--- src/rtl/sensor_input_conditioner.sv ---
// Purpose : synchronise, debounce and qualify the six raw irrigation field sensors.
// Latency : 2 sync edges + DEBOUNCE_COUNT sample ticks (PRESCALE=1: new level out at edge N+1+DEBOUNCE_COUNT).
// Backpress: none; level-based outputs that are always valid, no handshake.
//
// Ports:
//   clock, reset_n            : sole clock; synchronous active-low reset
//   *_raw                     : six asynchronous raw sensor levels
//   low/mid/high_water_level  : debounced water probes (registered)
//   earth/air_humidity,
//   low_temperature           : debounced climate sensors (registered)
//   sensors_ready             : debounced set is trustworthy (initial settle done)
//   sensor_fault              : sticky water-probe inconsistency flag
//
// Optional feature macro: SENSOR_FAULT_LATCH_EN
//   defined   -> water-probe inconsistency fault FSM is built
//   undefined -> sensor_fault is tied low
module sensor_input_conditioner #(
  parameter int PRESCALE       = 1000,
  parameter int DEBOUNCE_COUNT = 4
) (
  input  logic clock,
  input  logic reset_n,
  input  logic low_water_level_raw,
  input  logic mid_water_level_raw,
  input  logic high_water_level_raw,
  input  logic earth_humidity_raw,
  input  logic air_humidity_raw,
  input  logic low_temperature_raw,
  output logic low_water_level,
  output logic mid_water_level,
  output logic high_water_level,
  output logic earth_humidity,
  output logic air_humidity,
  output logic low_temperature,
  output logic sensors_ready,
  output logic sensor_fault
);

  localparam int NCH = 6;
  localparam int PW  = (PRESCALE > 1) ? $clog2(PRESCALE) : 1;
  localparam int CW  = $clog2(DEBOUNCE_COUNT + 1);

  localparam logic [PW-1:0] PRESCALE_LAST = PW'(PRESCALE - 1);
  localparam logic [CW-1:0] DB_LAST       = CW'(DEBOUNCE_COUNT - 1);

  // Channel order used throughout: bit 0 = low water ... bit 5 = low temperature.
  logic [NCH-1:0] raw_vec;
  logic [NCH-1:0] sync1;
  logic [NCH-1:0] sync2;
  logic [NCH-1:0] deb_out;

  assign raw_vec = {low_temperature_raw, air_humidity_raw, earth_humidity_raw,
                    high_water_level_raw, mid_water_level_raw, low_water_level_raw};

  // ------------------------------------------------------------------
  // Two-flop synchronisers
  // ------------------------------------------------------------------
  always_ff @(posedge clock) begin
    if (!reset_n) begin
      sync1 <= '0;
      sync2 <= '0;
    end else begin
      sync1 <= raw_vec;
      sync2 <= sync1;
    end
  end

  // ------------------------------------------------------------------
  // Free-running sample prescaler
  // ------------------------------------------------------------------
  logic [PW-1:0] presc_cnt;
  logic          tick;

  // With PRESCALE=1 the counter is pinned at 0, so tick is high every cycle.
  assign tick = (presc_cnt == PRESCALE_LAST);

  always_ff @(posedge clock) begin
    if (!reset_n) begin
      presc_cnt <= '0;
    end else if (tick) begin
      presc_cnt <= '0;
    end else begin
      presc_cnt <= presc_cnt + PW'(1);
    end
  end

  // ------------------------------------------------------------------
  // Per-channel debounce: a new level must be seen on DEBOUNCE_COUNT
  // consecutive ticks; any tick agreeing with the output restarts the count.
  // ------------------------------------------------------------------
  for (genvar ch = 0; ch < NCH; ch++) begin : g_ch
    logic [CW-1:0] cnt;
    logic          out_q;

    always_ff @(posedge clock) begin
      if (!reset_n) begin
        cnt   <= '0;
        out_q <= 1'b0;
      end else if (tick) begin
        if (sync2[ch] == out_q) begin
          cnt <= '0;
        end else if (cnt == DB_LAST) begin
          out_q <= sync2[ch];
          cnt   <= '0;
        end else begin
          cnt <= cnt + CW'(1);
        end
      end
    end

    assign deb_out[ch] = out_q;
  end

  assign low_water_level  = deb_out[0];
  assign mid_water_level  = deb_out[1];
  assign high_water_level = deb_out[2];
  assign earth_humidity   = deb_out[3];
  assign air_humidity     = deb_out[4];
  assign low_temperature  = deb_out[5];

  // ------------------------------------------------------------------
  // Ready FSM: INIT counts DEBOUNCE_COUNT ticks after reset release.
  // run_q masks the tick that coincides with the release edge itself
  // (only possible when PRESCALE=1), so the settle period is always
  // DEBOUNCE_COUNT full ticks measured from the first out-of-reset edge.
  // ------------------------------------------------------------------
  typedef enum logic {RDY_INIT, RDY_READY} rdy_state_t;

  rdy_state_t    rdy_state;
  logic [CW-1:0] rdy_cnt;
  logic          run_q;
  logic          ready_q;

  always_ff @(posedge clock) begin
    if (!reset_n) begin
      rdy_state <= RDY_INIT;
      rdy_cnt   <= '0;
      run_q     <= 1'b0;
      ready_q   <= 1'b0;
    end else begin
      run_q <= 1'b1;
      case (rdy_state)
        RDY_INIT: begin
          if (tick && run_q) begin
            if (rdy_cnt == DB_LAST) begin
              rdy_state <= RDY_READY;
              ready_q   <= 1'b1;
            end else begin
              rdy_cnt <= rdy_cnt + CW'(1);
            end
          end
        end
        RDY_READY: begin
          ready_q <= 1'b1;
        end
        default: begin
          rdy_state <= RDY_INIT;
          ready_q   <= 1'b0;
        end
      endcase
    end
  end

  assign sensors_ready = ready_q;

  // ------------------------------------------------------------------
  // Optional water-probe consistency fault
  // ------------------------------------------------------------------
`ifdef SENSOR_FAULT_LATCH_EN
  typedef enum logic [1:0] {FLT_OK, FLT_SUSPECT, FLT_LATCHED} flt_state_t;

  flt_state_t flt_state;
  logic       fault_q;
  logic       invalid;

  // A higher probe wet while a lower one is dry cannot happen physically.
  assign invalid = (deb_out[2] & ~deb_out[1]) | (deb_out[1] & ~deb_out[0]);

  always_ff @(posedge clock) begin
    if (!reset_n) begin
      flt_state <= FLT_OK;
      fault_q   <= 1'b0;
    end else if (tick && ready_q) begin
      case (flt_state)
        FLT_OK: begin
          if (invalid) begin
            flt_state <= FLT_SUSPECT;
          end
        end
        FLT_SUSPECT: begin
          if (invalid) begin
            flt_state <= FLT_LATCHED;
            fault_q   <= 1'b1;
          end else begin
            flt_state <= FLT_OK;
          end
        end
        FLT_LATCHED: begin
          fault_q <= 1'b1;
        end
        default: begin
          flt_state <= FLT_OK;
          fault_q   <= 1'b0;
        end
      endcase
    end
  end

  assign sensor_fault = fault_q;
`else
  assign sensor_fault = 1'b0;
`endif

endmodule

--- config.mk ---
export PLATFORM = sky130hd
export DESIGN_NAME = sensor_input_conditioner
export DESIGN_NICKNAME = d
export VERILOG_FILES = /design/src/rtl/sensor_input_conditioner.sv
export SDC_FILE = /design/constraint.sdc
export NUM_CORES = 1
export LEC_CHECK = 0
export ABC_AREA = 1
export BUFFER_PORTS_ARGS = -buffer_cell sky130_fd_sc_hd__buf_2
export CAP_MARGIN = 20
export CORE_MARGIN = 5
export CORE_UTILIZATION = 62
export DETAILED_ROUTE_END_ITERATION = 10
export PLACE_DENSITY = 0.82
export SLEW_MARGIN = 30
export SYNTH_ARGS = -nofsm -noshare
export SYNTH_HDL_FRONTEND = slang
export SYNTH_SLANG_ARGS = --single-unit
--- constraint.sdc ---
create_clock -name clock -period 3.75 [get_ports clock]
set_input_delay 0 -clock clock [delete_from_list [all_inputs] [get_ports clock]]
set_output_delay 0 -clock clock [all_outputs]
set_load 0.005 [all_outputs]
* Yosys cells after proc, flatten, opt, wreduce, memory -nomap -nowiden *
Cells that the tools add are included.

word-level totals
  input bits = 8
  logic and storage cells = 81
  flip-flop bits (word level) = 52
  output and inout bits = 8

cells by class
  bitwise gates (word level) = 9
  equality and inequality tests = 16
  reduce and logical (&&, ||, !) cells = 10
  add/sub/neg operators = 8
  muxes and demuxes = 19

operator list
  operator               count
  $mux 3                 12
  $add 3x1->3 const B    7
  $eq 3x2->1 const B     7
  $reduce_and 3->1       7
  $add 10x1->10 const B  1
  $eq 10x10->1 const B   1
  $not 1->1              9
  $eq 1x1->1             6
  $mux 1                 6
  $ne 2x2->1 const B     2
  $pmux 1 s2             1
  $reduce_and 2->1       1
  $reduce_or 2->1        1
  $logic_and 1x1->1      1

* Logic depth before layout (Yosys ltp) *
Gate-level depths: netlist of the first run.

  depth after elaboration = 4
  depth in mapped cells = 10
  gate-level depth less buffers = 10

* Worst setup path after synthesis of the first run *
OpenSTA, ideal clock, no wires.

  path type = reg-to-reg
  start point = register rdy_cnt[0]
  end point = register rdy_cnt[2]
  buffers on the path = 0
  cell stages (with the launch flop) = 7
  library setup time = 0.113 ns
  setup slack = 2.491 ns
  period minus slack after synthesis = 1.259 ns
  data required time = 3.637 ns
  data arrival time = 1.146 ns
  cells stage by stage = dfxtp_1 > ha_1 > ha_1 > nor2_1 > nand3_1 > nor2_1 > nor2_1

between the ends
  cells in the longest elaborated chain, start to end = 3
  elaborated cells on any way between the ends = 4
  classes of those cells = add/sub: 1; eq/ne: 1; bitwise: 1; reduce/logical: 1

ends and longest elaborated chain
  item                               RTL line  source
  start, declared                    130       logic [CW-1:0] rdy_cnt;
  start signal, assigned             149       rdy_cnt <= rdy_cnt + CW'(1);
  $eq 3x2->1                         145       if (rdy_cnt == DB_LAST) begin
  $not 1->1 (no source line)         n/a
  $reduce_and 3->1 (no source line)  n/a

Parallel ways exist; a longest one is shown, timed or not.
A chain may end at the register's enable or synchronous reset.

* Final worst setup path of the first run *
  start point = register presc_cnt[0]
  end point = register presc_cnt[5]

between the ends
  cells in the longest elaborated chain, start to end = 2
  elaborated cells on any way between the ends = 3
  classes of those cells = add/sub: 1; eq/ne: 1; reduce/logical: 1

ends and longest elaborated chain
  item                                                                   RTL line  source
  start, declared                                                        71        logic [PW-1:0] presc_cnt;
  start signal, assigned                                                 83        presc_cnt <= presc_cnt + PW'(1);
  parallel branches: the longest is 2 deep, another holds $add 10x1->10  n/a

Parallel ways; which one is timed is not known.

==> results of run 1 <==
-- registers in the layout (all words and copies together), names as in the netlist --
register          count
g_ch.cnt             18
presc_cnt            10
sync1                 6
sync2                 6
rdy_cnt               3
air_humidity          1
earth_humidity        1
high_water_level      1
low_temperature       1
low_water_level       1
mid_water_level       1
rdy_state             1
run_q                 1
sensors_ready         1
-- cell families after synthesis --
kind of cell | Yosys count | share of synthesized area (%)
compound gates | 37 | 8.48
simple gates | 121 | 25.5
buf+inv | 59 | 11.0
other cells | 1 | 0.169
flops | 52 | 47.0
xor+xnor | 7 | 2.77
fa+ha+maj | 9 | 5.09
-- what timing repair did --
item / in CTS / in global routing
hold endpoints to repair: 6 / 0
buffers inserted: 0 / 0
hold buffers: 6 / 0
setup endpoints to repair: 0 / 0
-- metrics by stage --
stage | util (%) | hold slack (ns)
6_report | 71.4 | 0.0636
5_1_grt | 71.4 | 0.0629
2_1_floorplan | - | 0.0277
3_3_place_gp | 67.3 | 0.180
4_1_cts | 71.4 | 0.0570
3_5_place_dp | 67.3 | 0.186
-- cell usage in the layout, fill, tap and decap left out, drive strengths merged --
cell type    count
nor3b            1
conb             1
buf             14
clkbuf           6
nand4            5
inv             49
a21oi           15
nand3           15
nor2            41
clkinv           1
xnor2            3
nand2           47
o21bai           1
o21ai           21
bufinv           1
dfxtp           52
nand3b           1
nor3            11
ha               9
dlygate4sd3      6
xor2             4
-- where the power goes --
| group | switching [W] | internal, W |
|---|---|---|
| combinational | 0.0000214 | 0.0000140 |
| sequential | 0.00000588 | 0.000562 |
| clock | 0.000170 | 0.000140 |
-- cell type report --
class / instances / area [um2] / area share (%)
clock buffers: 6 / 41.3 / 1.71
flip-flops and latches: 52 / 1040 / 43.0
well taps: 46 / 57.6 / 2.38
repair buffers: 20 / 130 / 5.38
inverters: 49 / 184 / 7.60
clock inverters: 2 / 35.0 / 1.45
multi-input cells: 175 / 930 / 38.4
-- per-layer routing --
layer  global-route usage [%]  wire length, um
met1                     21.0             1860
met2                     32.4             2040
met3                     4.78              123
met4                     6.81               47
met5                        0                0
-- final timing paths --
path | from | endpoint | slack [ns]
worst min register to register | sync1[3] | sync2[3] | 0.42
worst max register to register | presc_cnt[0] | presc_cnt[5] | 1.93
worst max-delay path | presc_cnt[0] | presc_cnt[5] | 1.93
worst min-delay path | reset_n | run_q | 0.06
==> results.cfg, run 1 <==
[cts]
insertion_delay_ns = 0.37
cts_buffers = 5
cts_resized = 0
cts_tree = yes
clk_pin_slew_ns = 0.13
cts_max_path_buffers = 2
root_buffer = clkbuf_4
cts_sinks = 52
cts_htree_levels = 2

[place]
place_area_um2 = 2280
place_congestion = 0.850
hpwl_um = 2830
place_inst = 336
io_buffers = 14
place_ws_ns = 1.94

[worst_setup_path]
cp.depth = 8
path_cells = ha_1 > nand2_1 > inv_1 > nand3_2 > nand2_2 > inv_2 > o21ai_0 > a21oi_1
path_class = flop to flop
cp_top_family = simple AND/OR/NAND/NOR gates
required_ns = 4.00
cp.buffers_inverters = 2
critPathArrivalTime_ns = 2.07
worst_setup_path_end_kind = flop
critPathMaxStageDelay_ns = 0.41
worst_path_max_delay_cell = dfxtp_1
r2r_cells = 8
path_max_fanout = 14
startpoint_type = flop

[synthesis]
synth_area_leaders = dfxtp_1 (47%), inv_1 (7.8%), nand2_1 (7.1%)
synth_top_area_cell = dfxtp_1
synthTopCellsByCount = dfxtp_1 (52), inv_1 (46), nand2_1 (42)
netlist_instances = 286
synth_top_area_share_pct = 47.0
yosysWarningCount = 0
synth_cell_type_count = 28
yosysMostFrequentCell = dfxtp_1
synth_area_um2 = 2210
syn_nets = 303
avgSynthCellArea_um2 = 7.74
synth-seq-cells = 52
synthArstFlopShare_pct = 0
synth_ff_type = dfxtp_1
ys_seq_area_share_pct = 47.0
synth_edf_count = 0

[outcome]
status = finished, final reports clean

[route]
wl_per_cell_um = 11.6
drtAntennaViolNets = 0
routed-via-count = 1774
routed_wl_um = 4060
drtPass1Iterations = 5
drc = 0
drtIter0Drc = 79
viasPerCell = 5.07

[sta]
hold_viol = 0
setup_viol = 0
skew_ns = 0.0126
drv_slew = 0
setup_tns_ns = 0
period_needed_ns = 1.82
post-route-period-util_pct = 48.4
rsz0062_at_grt = no
relSlewSlack_pct = 61.1
clock.fmax_mhz = 550
final.setup.worst_slack_ns = 1.93
worstMarginPinSlew_ns = 0.583

[floorplanning]
core_area_um2 = 3390
rows = 21
start_util_pct = 65.3
ios = 16
die_h_um = 69.8
die_x_um = 69.8
dieArea_um2 = 4870

[final_layout]
final_nets = 320
design_area_um2 = 2420
final_cells = 350
syn2layout_area_growth_pct = 9.27
drive_gt1_share_pct = 12.2
antenna_cells = 0
fillers = 261

[hold_path]
hp-class = input port to flop
hold_depth = 1

[power_and_ir_drop]
power_leakage_nw = 1.16
power_density_nw_per_um2 = 378
vdd_drop_max_uv = 218
fin_total_pwr_w = 0.000913

[global_routing]
track_usage_pct = 18.3
grt_start_max_net_pins = 35
grt_pass1_wl_um = 7290
first_global_vias = 1713
antenna_found_initial = 0
grt-ovfl-total = 0

[run]
maxCapViolations = 0
Power figures use the tool's default switching activity.
==> inputs of run 2 (changes only) <==
Settings changed: ABC_AREA 1 to 0, CORE_UTILIZATION 62 to 58, PLACE_DENSITY 0.82 to 0.77.
Clock period 3.75 ns to 1.7 ns, I/O delays scaled along.
==> run 2 against run 1 <==
Net effect: die area grew 2.4%; cell count fell by 16%; hold slack improved by 0.022 ns; global-route usage decreased by 2.1 points; critical endpoint is now sensors_ready.
==> results.cfg, run 2 <==
[outcome]
status = finished, final reports clean

[power_and_ir_drop]
internal-power_w = 0.00161
pwr-share-comb_pct = 3.8
power_density_nw_per_um2 = 846
p_clk_share_pct = 34.4
p_switching_w = 0.000419
vdd_drop_max_uv = 594
switching_share_pct = 20.7
power_leakage_nw = 0.955
sequentialPowerShare_pct = 61.8

[sta]
drv_slew = 0
clock.fmax_mhz = 634
hold_ws_ns = 0.0852
skew_ns = 0.00440
post-route-period-util_pct = 92.8
setup_viol = 0
period_needed_ns = 1.58
rsz0062_at_grt = no
hold_viol = 0
setup_tns_ns = 0

[synthesis]
synth_top_area_cell = dfxtp_1
synthTopCellsByCount = dfxtp_1 (52), nand3_1 (19), o21ai_0 (19)
synth_top_area_share_pct = 48.9
netlist_instances = 225
synth_ff_type = dfxtp_1
syn_nets = 242
yosysWarningCount = 0
synth-seq-cells = 52
synthArstFlopShare_pct = 0
synth_area_um2 = 2130
yosysMostFrequentCell = dfxtp_1
synth_area_leaders = dfxtp_1 (49%), ha_1 (5.3%), nand3_1 (4.5%)
synth_cell_type_count = 34
synth_edf_count = 0
ys_seq_area_share_pct = 48.9
avgSynthCellArea_um2 = 9.46

[place]
hpwl_um = 2390
place_congestion = 0.788
place_inst = 281
io_buffers = 14

[final_layout]
syn2layout_area_growth_pct = 12.5
top_regs = g_ch.cnt: 18 flops, presc_cnt: 10 flops
antenna_cells = 0
final_cells = 295
largest_register_ff_count = 18
final_nets = 263
final_common_cell = dfxtp_1
drive_gt1_share_pct = 12.6
fillers = 305
top_register = g_ch.cnt
final_cell_mix = dfxtp_1 (52), nand3_1 (19), o21ai_0 (19), a21oi_1 (15)

[floorplanning]
dieArea_um2 = 4980
start_util_pct = 59.0
rows = 22
die_x_um = 70.6
core_area_um2 = 3610
ios = 16
die_h_um = 70.6

[global_routing]
grt-ovfl-total = 0
track_usage_pct = 16.1
grt_pass1_wl_um = 6600
grt_start_max_net_pins = 34
first_global_vias = 1552
antenna_found_initial = 0

[route]
routed_wl_um = 3660
viasPerCell = 5.42
drtPass1Iterations = 4
drtAntennaViolNets = 0
drtIter0Drc = 69
drc = 0
routed-via-count = 1598
wl_per_cell_um = 12.4

[worst_setup_path]
path_cells = ha_1 > and2_2 > and3_4 > and3_2 > o31a_1
worst_setup_path_end_kind = flop
path_class = flop to flop
critPathArrivalTime_ns = 1.77
worst_path_max_delay_cell = dfxtp_1
path_max_fanout = 20
critPathMaxStageDelay_ns = 0.35
required_ns = 1.89
startpoint_type = flop

[cts]
root_buffer = clkbuf_8
cts_buffers = 5
cts_htree_levels = 2
cts_max_path_buffers = 2
cts_tree = yes
cts_sinks = 52
cts_resized = 0
clk_pin_slew_ns = 0.09
insertion_delay_ns = 0.29

[hold_path]
hp-class = input port to flop

[run]
maxCapViolations = 0
-- run 2: cell count changes after synthesis, sizes merged, moves of 4 or more --
cell / change
and3: +5
nor3: -11
and2: +14
nand2b: +12
xor2: +6
nand4: +8
nand4b: +7
inv: -46
nand3: +4
nand2: -33
nor2: -33
-- run 2: layout make-up --
cell class                      count  area, um2  area share (%)
Clock buffer                        8       90.1            3.76
Inverter                            3       11.3           0.470
Multi-Input combinational cell    159       1010            42.2
Sequential cell                    52       1040            43.5
Tap cell                           48       60.1            2.51
Timing Repair Buffer               25        180            7.53
-- run 2: power by group through the flow --
stage	clock [W]	combinational (W)	sequential [W]
floorplan	0	0.0000456	0.00128
global placement	0	0.0000647	0.00128
detailed placement	0	0.0000657	0.00128
CTS	0.000722	0.0000768	0.00125
global route	0.000777	0.0000877	0.00125
finish	0.000697	0.0000764	0.00125
-- run 2: cell families (layout without fill, tap and decap cells) --
group,Yosys count,after routing,synth area share [%]
buffers and inverters,14,36,3.59
adder cells (fa/ha/maj),9,9,5.29
XOR/XNOR,12,12,4.94
flip-flops,52,52,48.9
AND/OR/NAND/NOR,97,97,26.9
AO/OA/AOI/OAI,40,40,10.2
other,1,1,0.176
-- run 2: timing repair --
item / CTS / global route
buffers inserted: 0 / 0
endpoints found under the hold margin: 6 / 0
hold buffers: 6 / 0
-- run 2: worst max-delay path, delay by kind of cell, from the launching register on --
kind	cells	cell delay (ns)
adders and majority gates	1	0.22
DFF	1	0.35
AOI/OAI and AO/OA	1	0.23
and+or+nand+nor	3	0.67
-- run 2: final timing paths --
check / from / to / cells past startpoint / slack, ns
min reg2reg: sync1[4] / sync2[4] / 1 / 0.44
max reg2reg: presc_cnt[0] / sensors_ready / 5 / 0.12
max: presc_cnt[0] / sensors_ready / 5 / 0.12
min: reset_n / g_ch[0].cnt[2] / 3 / 0.09
-- run 2: layer usage --
metal / vias to the layer above / share of wire (%) / GRT usage [%]
li1: 831 / - / -
met1: 737 / 48 / 20.7
met2: 26 / 47 / 26.3
met3: 4 / 3.8 / 4.26
met4: 0 / 1.1 / 5.85
met5: - / 0 / 0
-- run 2: per-stage QoR --
| step | worst slack, ns | utilization [%] | total power [W] | area, um2 |
|---|---|---|---|---|
| after global placement | 0.165 | 62.2 | 0.00134 | 2240 |
| after floorplan | 0.244 | - | 0.00132 | 2130 |
| after CTS | 0.121 | 66.4 | 0.00205 | 2390 |
| after global routing | 0.0239 | 66.4 | 0.00212 | 2390 |
| after detailed placement | 0.132 | 62.2 | 0.00135 | 2240 |
| final | 0.123 | 66.4 | 0.00202 | 2390 |
==> inputs of run 3 (changes only) <==
Settings changed: CORE_UTILIZATION 58 to 61, CTS_BUF_LIST from default to sky130_fd_sc_hd__clkbuf_8, PLACE_DENSITY 0.77 to 0.81.
==> run 3 against run 2 <==
Net effect: critical path depth grew 1; sequential cell count is the same; cell count shrank 0.34%; routed wire length grew 2.3%; setup slack gained 0.011 ns; sequential share of layout area shrank 0.65 points.
==> results.cfg, run 3 (synthesis gave the netlist of run 2 again) <==
[cts]
cts_buffers = 5
cts_max_path_buffers = 2
insertion_delay_ns = 0.31
clk_pin_slew_ns = 0.09
post_cts_buffers = 0
cts_tree = yes
root_buffer = clkbuf_8
cts_sinks = 52
cts_htree_levels = 2
cts_resized = 0
holdBufCountCts = 6

[worst_setup_path]
cp.buffers_inverters = 0
cp.depth = 6
path_class = flop to flop
startpoint_type = flop
path_max_fanout = 5
worst_path_max_delay_cell = dfxtp_1
path_cells = ha_1 > ha_1 > nor3b_1 > nand4_1 > xor2_1 > nor2_1
cp_top_family = simple AND/OR/NAND/NOR gates
cp_common_cell = ha_1
critPathMaxStageDelay_ns = 0.33
critPathArrivalTime_ns = 1.77
r2r_cells = 6
worst_setup_path_end_kind = flop
required_ns = 1.90

[hold_path]
hp-class = input port to flop
hold_depth = 4

[final_layout]
final_cells = 294
final_nets = 264
top_register = g_ch.cnt
top_regs = g_ch.cnt: 18 flops, presc_cnt: 10 flops
final_cell_mix = dfxtp_1 (52), nand3_1 (19), o21ai_0 (19), a21oi_1 (15)
drive_gt1_share_pct = 13.7
final_common_cell = dfxtp_1
antenna_cells = 0
largest_register_ff_count = 18
syn2layout_area_growth_pct = 14.2

[route]
drtAntennaViolNets = 0
wl_per_cell_um = 12.7
drtIter0Drc = 114
routed-via-count = 1607
drtPass1Iterations = 4
drc = 0
routed_wl_um = 3740
viasPerCell = 5.47

[global_routing]
first_global_vias = 1554
track_usage_pct = 16.9
antenna_found_initial = 0
grt_start_max_net_pins = 51
grt_pass1_wl_um = 6590
grt-ovfl-total = 0

[floorplanning]
dieArea_um2 = 4770
core_area_um2 = 3360
start_util_pct = 63.3
die_x_um = 69.1
die_h_um = 69.1
ios = 16
rows = 21

[outcome]
status = finished, final reports clean

[sta]
drv_slew = 0
clock.fmax_mhz = 638
post-route-period-util_pct = 92.1
rsz0062_at_grt = no
setup_viol = 0
skew_ns = 0.00809
hold_viol = 0
setup_tns_ns = 0
period_needed_ns = 1.57
final.setup.worst_slack_ns = 0.133

[run]
maxCapViolations = 0

[place]
io_buffers = 14
place_inst = 280
hpwl_um = 2370
place_congestion = 0.762
place_ws_ns = 0.171

[power_and_ir_drop]
power_leakage_nw = 0.976
vdd_drop_max_uv = 895
power_density_nw_per_um2 = 909
## run 3: cell types whose count changed in the layout (fill, tap and decap cells not counted), sizes merged
cell    previous run  this run
buf               19        20
bufinv             0         1
clkbuf             8         6
clkinv             0         1
## run 3: path summary, 6_finish.rpt
check / startpoint / end / slack [ns]
setup reg to reg: rdy_cnt[0] / rdy_cnt[0] / 0.13
hold / removal: reset_n / presc_cnt[7] / 0.06
setup / recovery: rdy_cnt[0] / rdy_cnt[0] / 0.13
hold reg to reg: sync1[5] / sync2[5] / 0.44
## run 3: tightest hold or removal path, stage by stage
cell and delay, ns:
buf_2 0.10, inv_1 0.06, or4b_1 0.10, nand3_1 0.06
## run 3: final cells by class
cell class	instances	area [um2]
Timing Repair Buffer	26	188
Fill cell	273	933
Inverter	3	11.3
Clock inverter	2	38.8
Clock buffer	6	82.6
Sequential cell	52	1040
Multi-Input combinational cell	159	1010
Tap cell	46	57.6
## run 3: where the power goes
part	total [W]	switching, W	internal (W)	leakage, nW
logic	0.0000812	0.0000435	0.0000377	0.492
clock network	0.000876	0.000395	0.000481	0.0614
registers	0.00125	0.0000124	0.00124	0.422
## run 3: metrics by stage
stage          cell area, um2  power, W  util (%)  hold WS, ns
3_3_place_gp             2250   0.00134      66.9        0.205
3_5_place_dp             2250   0.00135      66.9        0.211
6_report                 2430   0.00221      72.2       0.0561
4_1_cts                  2430   0.00223      72.2       0.0503
5_1_grt                  2430   0.00230      72.2        0.101
2_1_floorplan            2130   0.00132         -       0.0277
## run 3: per-layer routing
metal | up-vias | global-route usage [%] | share of wire (%)
li1 | 838 | - | -
met1 | 735 | 19.3 | 45
met2 | 25 | 29.0 | 48
met3 | 9 | 4.80 | 4.2
met4 | 0 | 7.81 | 2.4
met5 | - | 0 | 0
